===== src/rtl/muldiv_pkg.sv =====
// Shared op codes and FSM state encoding for the iterative multiply/divide unit.
package muldiv_pkg;

  localparam logic [2:0] OP_MULT  = 3'b000;
  localparam logic [2:0] OP_MULTU = 3'b001;
  localparam logic [2:0] OP_DIV   = 3'b010;
  localparam logic [2:0] OP_DIVU  = 3'b011;
  localparam logic [2:0] OP_MTHI  = 3'b100;
  localparam logic [2:0] OP_MTLO  = 3'b101;

  typedef enum logic [1:0] {
    IDLE,
    CALC,
    FIX
  } state_t;

  // Signed variants are MULT and DIV: op[2] clear and op[0] clear.
  function automatic logic op_is_signed(input logic [2:0] op);
    return (op[2] == 1'b0) && (op[0] == 1'b0);
  endfunction

endpackage


===== src/rtl/muldiv_step.sv =====
// One iteration of the shift-add multiplier or the restoring divider on a
// 2*WIDTH working register {upper, lower}.
module muldiv_step #(
  parameter int WIDTH = 32
) (
  input  logic               is_div,
  input  logic [2*WIDTH-1:0] acc,
  input  logic [WIDTH-1:0]   opnd,
  output logic [2*WIDTH-1:0] acc_next
);

  logic [WIDTH:0] sum;
  logic [WIDTH:0] rem_sh;
  logic [WIDTH:0] diff;

  always_comb begin
    sum      = {1'b0, acc[2*WIDTH-1:WIDTH]} + {1'b0, (acc[0] ? opnd : {WIDTH{1'b0}})};
    rem_sh   = acc[2*WIDTH-1:WIDTH-1];
    diff     = rem_sh - {1'b0, opnd};
    acc_next = '0;
    if (!is_div) begin
      // Multiplier sits in the lower half and is consumed LSB first.
      acc_next = {sum, acc[WIDTH-1:1]};
    end else if (!diff[WIDTH]) begin
      acc_next = {diff[WIDTH-1:0], acc[WIDTH-2:0], 1'b1};
    end else begin
      acc_next = {rem_sh[WIDTH-1:0], acc[WIDTH-2:0], 1'b0};
    end
  end

endmodule


===== src/rtl/muldiv_unit.sv =====
// Iterative MULT/MULTU/DIV/DIVU/MTHI/MTLO unit owning the architectural HI/LO
// registers, with accept handshake, done pulse and in-flight flush.
module muldiv_unit
  import muldiv_pkg::*;
#(
  parameter int WIDTH = 32
) (
  input  logic             clk,
  input  logic             rst_n,
  input  logic             in_valid,
  output logic             in_ready,
  input  logic [2:0]       op,
  input  logic [WIDTH-1:0] a,
  input  logic [WIDTH-1:0] b,
  input  logic             flush,
  output logic             busy,
  output logic             done,
  output logic [WIDTH-1:0] hi,
  output logic [WIDTH-1:0] lo
);

  localparam int CW = $clog2(WIDTH);
  localparam logic [CW-1:0] CNT_LAST = CW'(WIDTH - 1);

  state_t             state;
  logic [CW-1:0]      cnt;
  logic [2*WIDTH-1:0] acc;
  logic [2*WIDTH-1:0] acc_next;
  logic [WIDTH-1:0]   opnd;
  logic               is_div;
  logic               neg_q;
  logic               neg_r;

  logic               sgn;
  logic [WIDTH-1:0]   a_mag;
  logic [WIDTH-1:0]   b_mag;
  logic [2*WIDTH-1:0] prod;
  logic [WIDTH-1:0]   quo;
  logic [WIDTH-1:0]   rem;

  assign in_ready = (state == IDLE);
  assign busy     = (state != IDLE);

  always_comb begin
    sgn   = op_is_signed(op);
    a_mag = (sgn && a[WIDTH-1]) ? -a : a;
    b_mag = (sgn && b[WIDTH-1]) ? -b : b;
    prod  = neg_q ? -acc : acc;
    quo   = neg_q ? -acc[WIDTH-1:0] : acc[WIDTH-1:0];
    rem   = neg_r ? -acc[2*WIDTH-1:WIDTH] : acc[2*WIDTH-1:WIDTH];
  end

  muldiv_step #(.WIDTH(WIDTH)) u_step (
    .is_div   (is_div),
    .acc      (acc),
    .opnd     (opnd),
    .acc_next (acc_next)
  );

  always_ff @(posedge clk or negedge rst_n) begin
    if (!rst_n) begin
      state  <= IDLE;
      cnt    <= '0;
      acc    <= '0;
      opnd   <= '0;
      is_div <= 1'b0;
      neg_q  <= 1'b0;
      neg_r  <= 1'b0;
      done   <= 1'b0;
      hi     <= '0;
      lo     <= '0;
    end else begin
      done <= 1'b0;
      unique case (state)
        IDLE: begin
          if (in_valid && !flush) begin
            unique case (op)
              OP_MTHI: begin
                hi   <= a;
                done <= 1'b1;
              end
              OP_MTLO: begin
                lo   <= a;
                done <= 1'b1;
              end
              OP_MULT, OP_MULTU, OP_DIV, OP_DIVU: begin
                state  <= CALC;
                cnt    <= '0;
                is_div <= op[1];
                if (op[1]) begin
                  acc  <= {{WIDTH{1'b0}}, a_mag};
                  opnd <= b_mag;
                end else begin
                  acc  <= {{WIDTH{1'b0}}, b_mag};
                  opnd <= a_mag;
                end
                // A zero divisor keeps the quotient unnegated so LO reads all ones.
                neg_q <= sgn && (a[WIDTH-1] ^ b[WIDTH-1]) && (!op[1] || (b != '0));
                neg_r <= sgn && a[WIDTH-1];
              end
              default: done <= 1'b1;
            endcase
          end
        end
        CALC: begin
          if (flush) begin
            state <= IDLE;
          end else begin
            acc <= acc_next;
            if (cnt == CNT_LAST) begin
              state <= FIX;
            end else begin
              cnt <= cnt + 1'b1;
            end
          end
        end
        FIX: begin
          state <= IDLE;
          if (!flush) begin
            done <= 1'b1;
            if (is_div) begin
              lo <= quo;
              hi <= rem;
            end else begin
              {hi, lo} <= prod;
            end
          end
        end
        default: state <= IDLE;
      endcase
    end
  end

endmodule


===== config.mk =====
export PLATFORM = sky130hd
export DESIGN_NAME = muldiv_unit
export DESIGN_NICKNAME = d
export VERILOG_FILES = /design/src/rtl/muldiv_pkg.sv /design/src/rtl/muldiv_step.sv /design/src/rtl/muldiv_unit.sv
export SDC_FILE = /design/constraint.sdc
export NUM_CORES = 1
export LEC_CHECK = 0
export CAP_MARGIN = 20
export CORE_ASPECT_RATIO = 1.4
export CORE_MARGIN = 2
export CORE_UTILIZATION = 55
export CTS_BUF_LIST = sky130_fd_sc_hd__clkbuf_4
export DETAILED_ROUTE_END_ITERATION = 10
export GPL_TIMING_DRIVEN = 0
export PLACE_DENSITY_LB_ADDON = 0.1
export SLEW_MARGIN = 20
export SYNTH_ARGS = -nofsm -noshare
export SYNTH_HDL_FRONTEND = slang
export SYNTH_SLANG_ARGS = --single-unit

===== constraint.sdc =====
create_clock -name clk -period 4 [get_ports clk]
set_input_delay 0.8 -clock clk [delete_from_list [all_inputs] [get_ports clk]]
set_output_delay 0.8 -clock clk [all_outputs]
set_load 0.01 [all_outputs]

==> flow_summary.ini, run 1 <==
[critical_path]
crit_path_start_kind = flop
critPathKind = reg2reg
slowest_delay_ps = 530
end_kind = flop
cp.arrival_ps = 4480
slowest_stage = dfrtp_2
path_buf_inv = 2
path_max_fanout = 10
cpLargestDelayFamily = compound AO/OA/AOI/OAI gates
required_ps = 4590
timing.critical_path.cells = inv_1, clkbuf_2, nor2_1, ha_1, o211ai_1, a21oi_1, o21ai_2, nand2_1, a2111oi_0, nor2_1, xnor2_1, a21oi_1, a22o_1

[global_route]
grt_pass1_vias = 16176
antenna_found_initial = 2
grt_max_degree = 98
grt_usage_pct = 45.4
grt_pass1_wl_um = 95800
grt_overflow = 0

[sta]
setup_tns_ps = 0
relSlewSlack_pct = 37.1
fmax_ghz = 0.257
fin_crit_ps = 3890
grt_setup_unrepaired = no
final_max_slew_viol_count = 0
post-route-period-util_pct = 97.3
setup_viol = 0
worst_pin_slew_ps = 937
setup_ws_ps = 110
final-hold-violation-count = 0
fin_skew_ps = 26.9

[floorplanning]
ioPinCount = 138
initial_core_util_pct = 56.1
die_y_um = 200
rows = 71
core-area_um2 = 26900
fp.dieW_um = 144
dieArea_um2 = 28800

[synth]
yosysUniqueCellTypes = 82
ys.warnings.count = 0
async_flop_share_pct = 100
synthCells = 1979
ys_seq_elements = 171
yosysSeqAreaShare_pct = 28.3
synth_nets = 2122
synth_edf_count = 0
syn_area_um2 = 15100
synthTopCellsByArea = dfrtp_1, a21oi_1, nor2_1
syn_area_per_cell_um2 = 7.63
yosys_most_used_dff = dfrtp_1
synth_top_area_cell = dfrtp_1
synth.top_cell.area_share_pct = 28.3

[pwr]
p_per_area_nw_per_um2 = 651
swShare_pct = 53.2
p_comb_share_pct = 64.4
max-vdd-ir-drop_v = 0.000500
p_sw_mw = 5.98
p_seq_share_pct = 26.5
clkPwrFrac_pct = 9.0
leakage_nw = 7.42
intPower_mw = 5.25

[layout]
multi_input_area_um2 = 10100
seq_area_um2 = 4280
design_area_um2 = 17300
final_net_count = 2278
final_cell_mix = nor2_1, nand2_1, a21oi_1
area_growth_pct = 14.3
drive_above_1_share_pct = 3.73
final_util_pct = 64.1
layout.cells.non_filler = 2513
final_common_cell = nor2_1
nFillCells = 2507

[clocking]
cts_buffer_depth = 2
htreeDepth = 4
cts.sinks = 171
clk_latency_ps = 670
cts_buffers = 17
postCtsSetupRepairBufs = 0
cts_tree = built
hold_buffers = 0
clk_pin_slew_worst_paths_ps = 160
root_buffer = clkbuf_4

[placement]
dp_cells = 2482
port_buffers = 137
gp_congestion = 1.05
dpl.hpwl_um = 52000
post_dp_cell_area_um2 = 17000
dp_slack_ps = -500

[hold_path]
hp-class = in2async

[routing]
wl_um = 65300
vias = 16915
via_per_inst = 6.73
drt_iter0_markers = 1829
ant_nets = 0
post-route-drc-count = 0
first_pass_iters = 7
wl_per_cell_um = 26.0

[flow_run]
drv_cap = 0

[outcome]
status = completed
-- worst paths after layout --
| path | depth (start not counted) | endpoint | startpoint | slack [ps] |
|---|---|---|---|---|
| hold reg to reg | 2 | lo[19]$_DFFE_PN0P_ | lo[19]$_DFFE_PN0P_ | 500 |
| setup / recovery | 13 | acc[51]$_DFFE_PN0P_ | acc[0]$_DFFE_PN0P_ | 110 |
| min in group clk | 2 | lo[19]$_DFFE_PN0P_ | lo[19]$_DFFE_PN0P_ | 500 |
| hold / removal | 1 | lo[17]$_DFFE_PN0P_ | rst_n | 70 |
| max in group asynchronous | 2 | acc[0]$_DFFE_PN0P_ | rst_n | 2990 |
| setup reg to reg | 13 | acc[51]$_DFFE_PN0P_ | acc[0]$_DFFE_PN0P_ | 110 |
-- cells by family after synthesis --
| logic type | after synthesis | synth area share, % |
|---|---|---|
| AO/OA/AOI/OAI | 640 | 26.5 |
| XOR/XNOR | 172 | 9.97 |
| adder cells (fa/ha/maj) | 72 | 6.06 |
| buffers and inverters | 189 | 4.91 |
| flip-flops | 171 | 28.3 |
| multiplexers | 46 | 3.08 |
| AND/OR/NAND/NOR | 689 | 21.1 |
-- stage by stage --
| stage | power (mW) | hold WS (ps) |
|---|---|---|
| floorplan | 7.48 | 450 |
| global placement | 9.83 | 460 |
| detailed placement | 9.95 | 469 |
| CTS | 10.9 | 90.5 |
| global route | 11.8 | 90.6 |
| finish | 11.2 | 65.9 |
-- routing by layer --
layer,track usage [%],share of wire (%),vias up,routed length [um]
met5,0,0.021,-,14
met4,42.3,12,2,7560
met3,8.42,9.1,391,5910
met2,73.9,46,1122,30200
met1,49.5,33,7975,21600
li1,-,-,7425,-
-- layout make-up --
class / instances / share of cell area (%)
clock buffer: 18 / 0.783
antenna: 2 / 0.0290
timing repair buffer: 138 / 8.13
clock inverter: 12 / 0.681
inverter: 59 / 1.28
buffer: 129 / 3.02
multi-input combinational: 1619 / 58.6
tap: 365 / 2.65
sequential: 171 / 24.8
-- cell usage after synthesis (10+ instances only) --
cell type	n
and3_1	11
nand2b_1	23
buf_1	10
ha_1	70
xnor2_1	93
nor2_1	249
mux2i_1	42
o31ai_1	47
o221ai_1	18
clkbuf_1	110
nor3_1	42
inv_1	58
nand2_1	210
a21oi_1	197
a21o_1	36
a211oi_1	18
or4_1	12
a31oi_1	21
o21a_1	11
nand4_1	15
o21ai_1	11
dfrtp_1	171
o21ai_0	157
o211ai_1	24
or3_1	16
xor2_1	79
a221oi_1	10
nor2b_1	13
nor4_1	19
and2_1	16
a22oi_1	19
nand3_1	30
-- worst register-to-register path, delay by kind of cell (launching register included) --
| kind | cells | cell delay, ps |
|---|---|---|
| flops | 1 | 530 |
| buf+inv | 2 | 430 |
| simple gates | 3 | 460 |
| fa+ha+maj | 1 | 340 |
| compound gates | 6 | 1580 |
| xor+xnor | 1 | 480 |
-- state kept, by name, summed over array words and instances (netlist names) --
name / count
acc: 64
hi: 32
lo: 32
opnd: 32
cnt: 5
state: 2
done: 1
is_div: 1
neg_q: 1
neg_r: 1
-- power groups by stage --
stage	Combinational [mW]	Clock [mW]	Sequential [mW]
2_1_floorplan	4.81	0	2.67
3_3_place_gp	6.90	0	2.93
3_5_place_dp	7.01	0	2.94
4_1_cts	7.03	0.999	2.91
5_1_grt	7.81	1.06	2.98
6_report	7.24	1.01	2.98
-- what timing repair did --
action	in CTS	in global routing
setup endpoints to repair	12	10
endpoints found under the hold margin	0	0
gates resized for setup	5	9
Note: power is estimated with default switching activity, not from simulation.
==> run 2: changes to the inputs <==
Settings changed: CORE_UTILIZATION 55 to 52, PLACE_DENSITY set to 0.73, PLACE_DENSITY_LB_ADDON 0.1 to unset.
==> run 2 against run 1 <==
Against the previous run:
- core utilization shrank 3.4 points
- setup slack lost 52 ps
- routed wire length grew 2.5%
- clock power grew 5%
- critical path type unchanged
==> flow_summary.ini, run 2 (synthesis results as in run 1) <==
[global_route]
grt_pass1_wl_um = 98700
antenna_found_initial = 2
grt_pass1_vias = 16219
grt_max_degree = 98
grt_usage_pct = 43.7
grt_overflow = 0

[sta]
setup_tns_ps = 0
fin_crit_ps = 3940
worst_pin_slew_ps = 1080
setup_ws_ps = 57.4
fin_skew_ps = 28.8
relSlewSlack_pct = 27.8
grt_setup_unrepaired = no
fmax_ghz = 0.254
post-route-period-util_pct = 98.6
setup_viol = 0
final_max_slew_viol_count = 0
final-hold-violation-count = 0

[critical_path]
path_max_fanout = 10
slowest_delay_ps = 500
critPathKind = reg2reg
cp.arrival_ps = 4500
timing.critical_path.cells = inv_1, ha_1, fa_1, nor2b_1, o31ai_1, a31oi_2, o221ai_1, nor4b_2, o22ai_2, buf_6, buf_6, mux2i_1, o21ai_1
reg2regPathDepth = 13
crit_start = acc[31]$_DFFE_PN0P_
r2r_slack_ps = 60
slowest_stage = dfrtp_1
end_kind = flop
endpoint = acc[58]$_DFFE_PN0P_
required_ps = 4550
reg2reg_to = acc[58]$_DFFE_PN0P_
cpMostUsedCell = buf_6
crit_path_start_kind = flop
r2r-start = acc[31]$_DFFE_PN0P_

[routing]
ant_nets = 0
post-route-drc-count = 0
first_pass_iters = 10
vias = 16693
via_per_inst = 6.61
drt_iter0_markers = 1483
wl_um = 66900
wl_per_cell_um = 26.5

[placement]
post_dp_cell_area_um2 = 17000
gp_congestion = 1.05
port_buffers = 137
dp_slack_ps = -680
dpl.hpwl_um = 53900

[clocking]
cts_tree = built
clk_pin_slew_worst_paths_ps = 180
cts_buffer_depth = 2
clk_latency_ps = 690
root_buffer = clkbuf_4
cts.sinks = 171
cts_buffers = 17
hold_buffers = 0
htreeDepth = 4

[floorplanning]
ioPinCount = 138
dieArea_um2 = 30400
rows = 73
core-area_um2 = 28500
initial_core_util_pct = 53.0
die_y_um = 206
fp.dieW_um = 148

[layout]
final_util_pct = 60.7
design_area_um2 = 17300
nFillCells = 2701
final_net_count = 2278
area_growth_pct = 14.5
final_common_cell = nor2_1
final_cell_mix = nor2_1, nand2_1, a21oi_1
regMostFlops = acc
drive_above_1_share_pct = 3.72
largest_reg_flops = 64

[pwr]
max-vdd-ir-drop_v = 0.000368
power_mw = 11.2
leakage_nw = 7.42
p_per_area_nw_per_um2 = 650

[flow_run]
drv_cap = 0

[outcome]
status = completed

[hold_path]
hp-class = in2async
[run 2: cell types whose count changed in the layout (fill, tap and decap cells not counted)]
| cell | before | now |
|---|---|---|
| clkinv_4 | 3 | 1 |
| clkbuf_4 | 18 | 17 |
| o21ai_0 | 155 | 156 |
| clkinv_2 | 2 | 0 |
| bufinv_16 | 1 | 0 |
| diode_2 | 2 | 1 |
| o21ai_2 | 2 | 1 |
| clkinvlp_4 | 1 | 2 |
| clkinv_8 | 0 | 3 |
| clkbuf_1 | 106 | 107 |
| clkbuf_2 | 3 | 2 |
| inv_6 | 2 | 6 |
[run 2: final cells by class]
| cell class | instances | area, um2 | area share (%) |
|---|---|---|---|
| Sequential cell | 171 | 4280 | 24.8 |
| Clock inverter | 15 | 151 | 0.875 |
| Inverter | 59 | 221 | 1.28 |
| Tap cell | 375 | 469 | 2.71 |
| Buffer | 129 | 519 | 3.00 |
| Timing Repair Buffer | 138 | 1400 | 8.12 |
| Clock buffer | 17 | 128 | 0.738 |
| Antenna cell | 1 | 2.50 | 0.0145 |
| Multi-Input combinational cell | 1619 | 10100 | 58.5 |
[run 2: through the flow]
step                      hold slack, ps  std cells
after global placement               462       2491
after floorplan                      450       1979
final                               38.6       2524
after CTS                           47.6       2523
after global routing                79.3       2524
after detailed placement             470       2492
[run 2: layer usage]
metal	wire, um	track usage [%]	vias to the layer above
met4	6600	36.2	2
met2	32000	74.3	1010
met1	22900	46.8	7929
met5	15	0	-
li1	-	-	7405
met3	5390	8.80	347
[run 2: worst min path at each step]
stage / startpoint / to / slack [ps] / cells after the start
floorplan: opnd[10]$_DFFE_PN0P_ / opnd[10]$_DFFE_PN0P_ / 450 / 2
global placement: lo[6]$_DFFE_PN0P_ / lo[6]$_DFFE_PN0P_ / 460 / 1
detailed placement: lo[22]$_DFFE_PN0P_ / lo[22]$_DFFE_PN0P_ / 470 / 2
CTS: rst_n / hi[3]$_DFFE_PN0P_ / 50 / 1
global route: rst_n / lo[9]$_DFFE_PN0P_ / 80 / 1
finish: rst_n / hi[3]$_DFFE_PN0P_ / 40 / 1
[run 2: where the power goes]
part	internal, mW	leakage, nW	switching [mW]	total, mW
Sequential	2.18	2.15	0.777	2.96
Clock	0.279	0.144	0.779	1.06
Combinational	2.76	5.13	4.46	7.22
[run 2: timing repair]
action                                  in CTS  in global routing
setup buffers                                0                  0
endpoints found under the setup margin       9                  5
gates resized for setup                      7                  2
[run 2: critical path, delay by kind of cell (launching register included)]
family                     cells  cell delay [ps]
muxes                          1              370
buffers and inverters          3              560
and+or+nand+nor                2              510
AOI/OAI and AO/OA              5             1210
DFF                            1              500
adders and majority gates      2              650
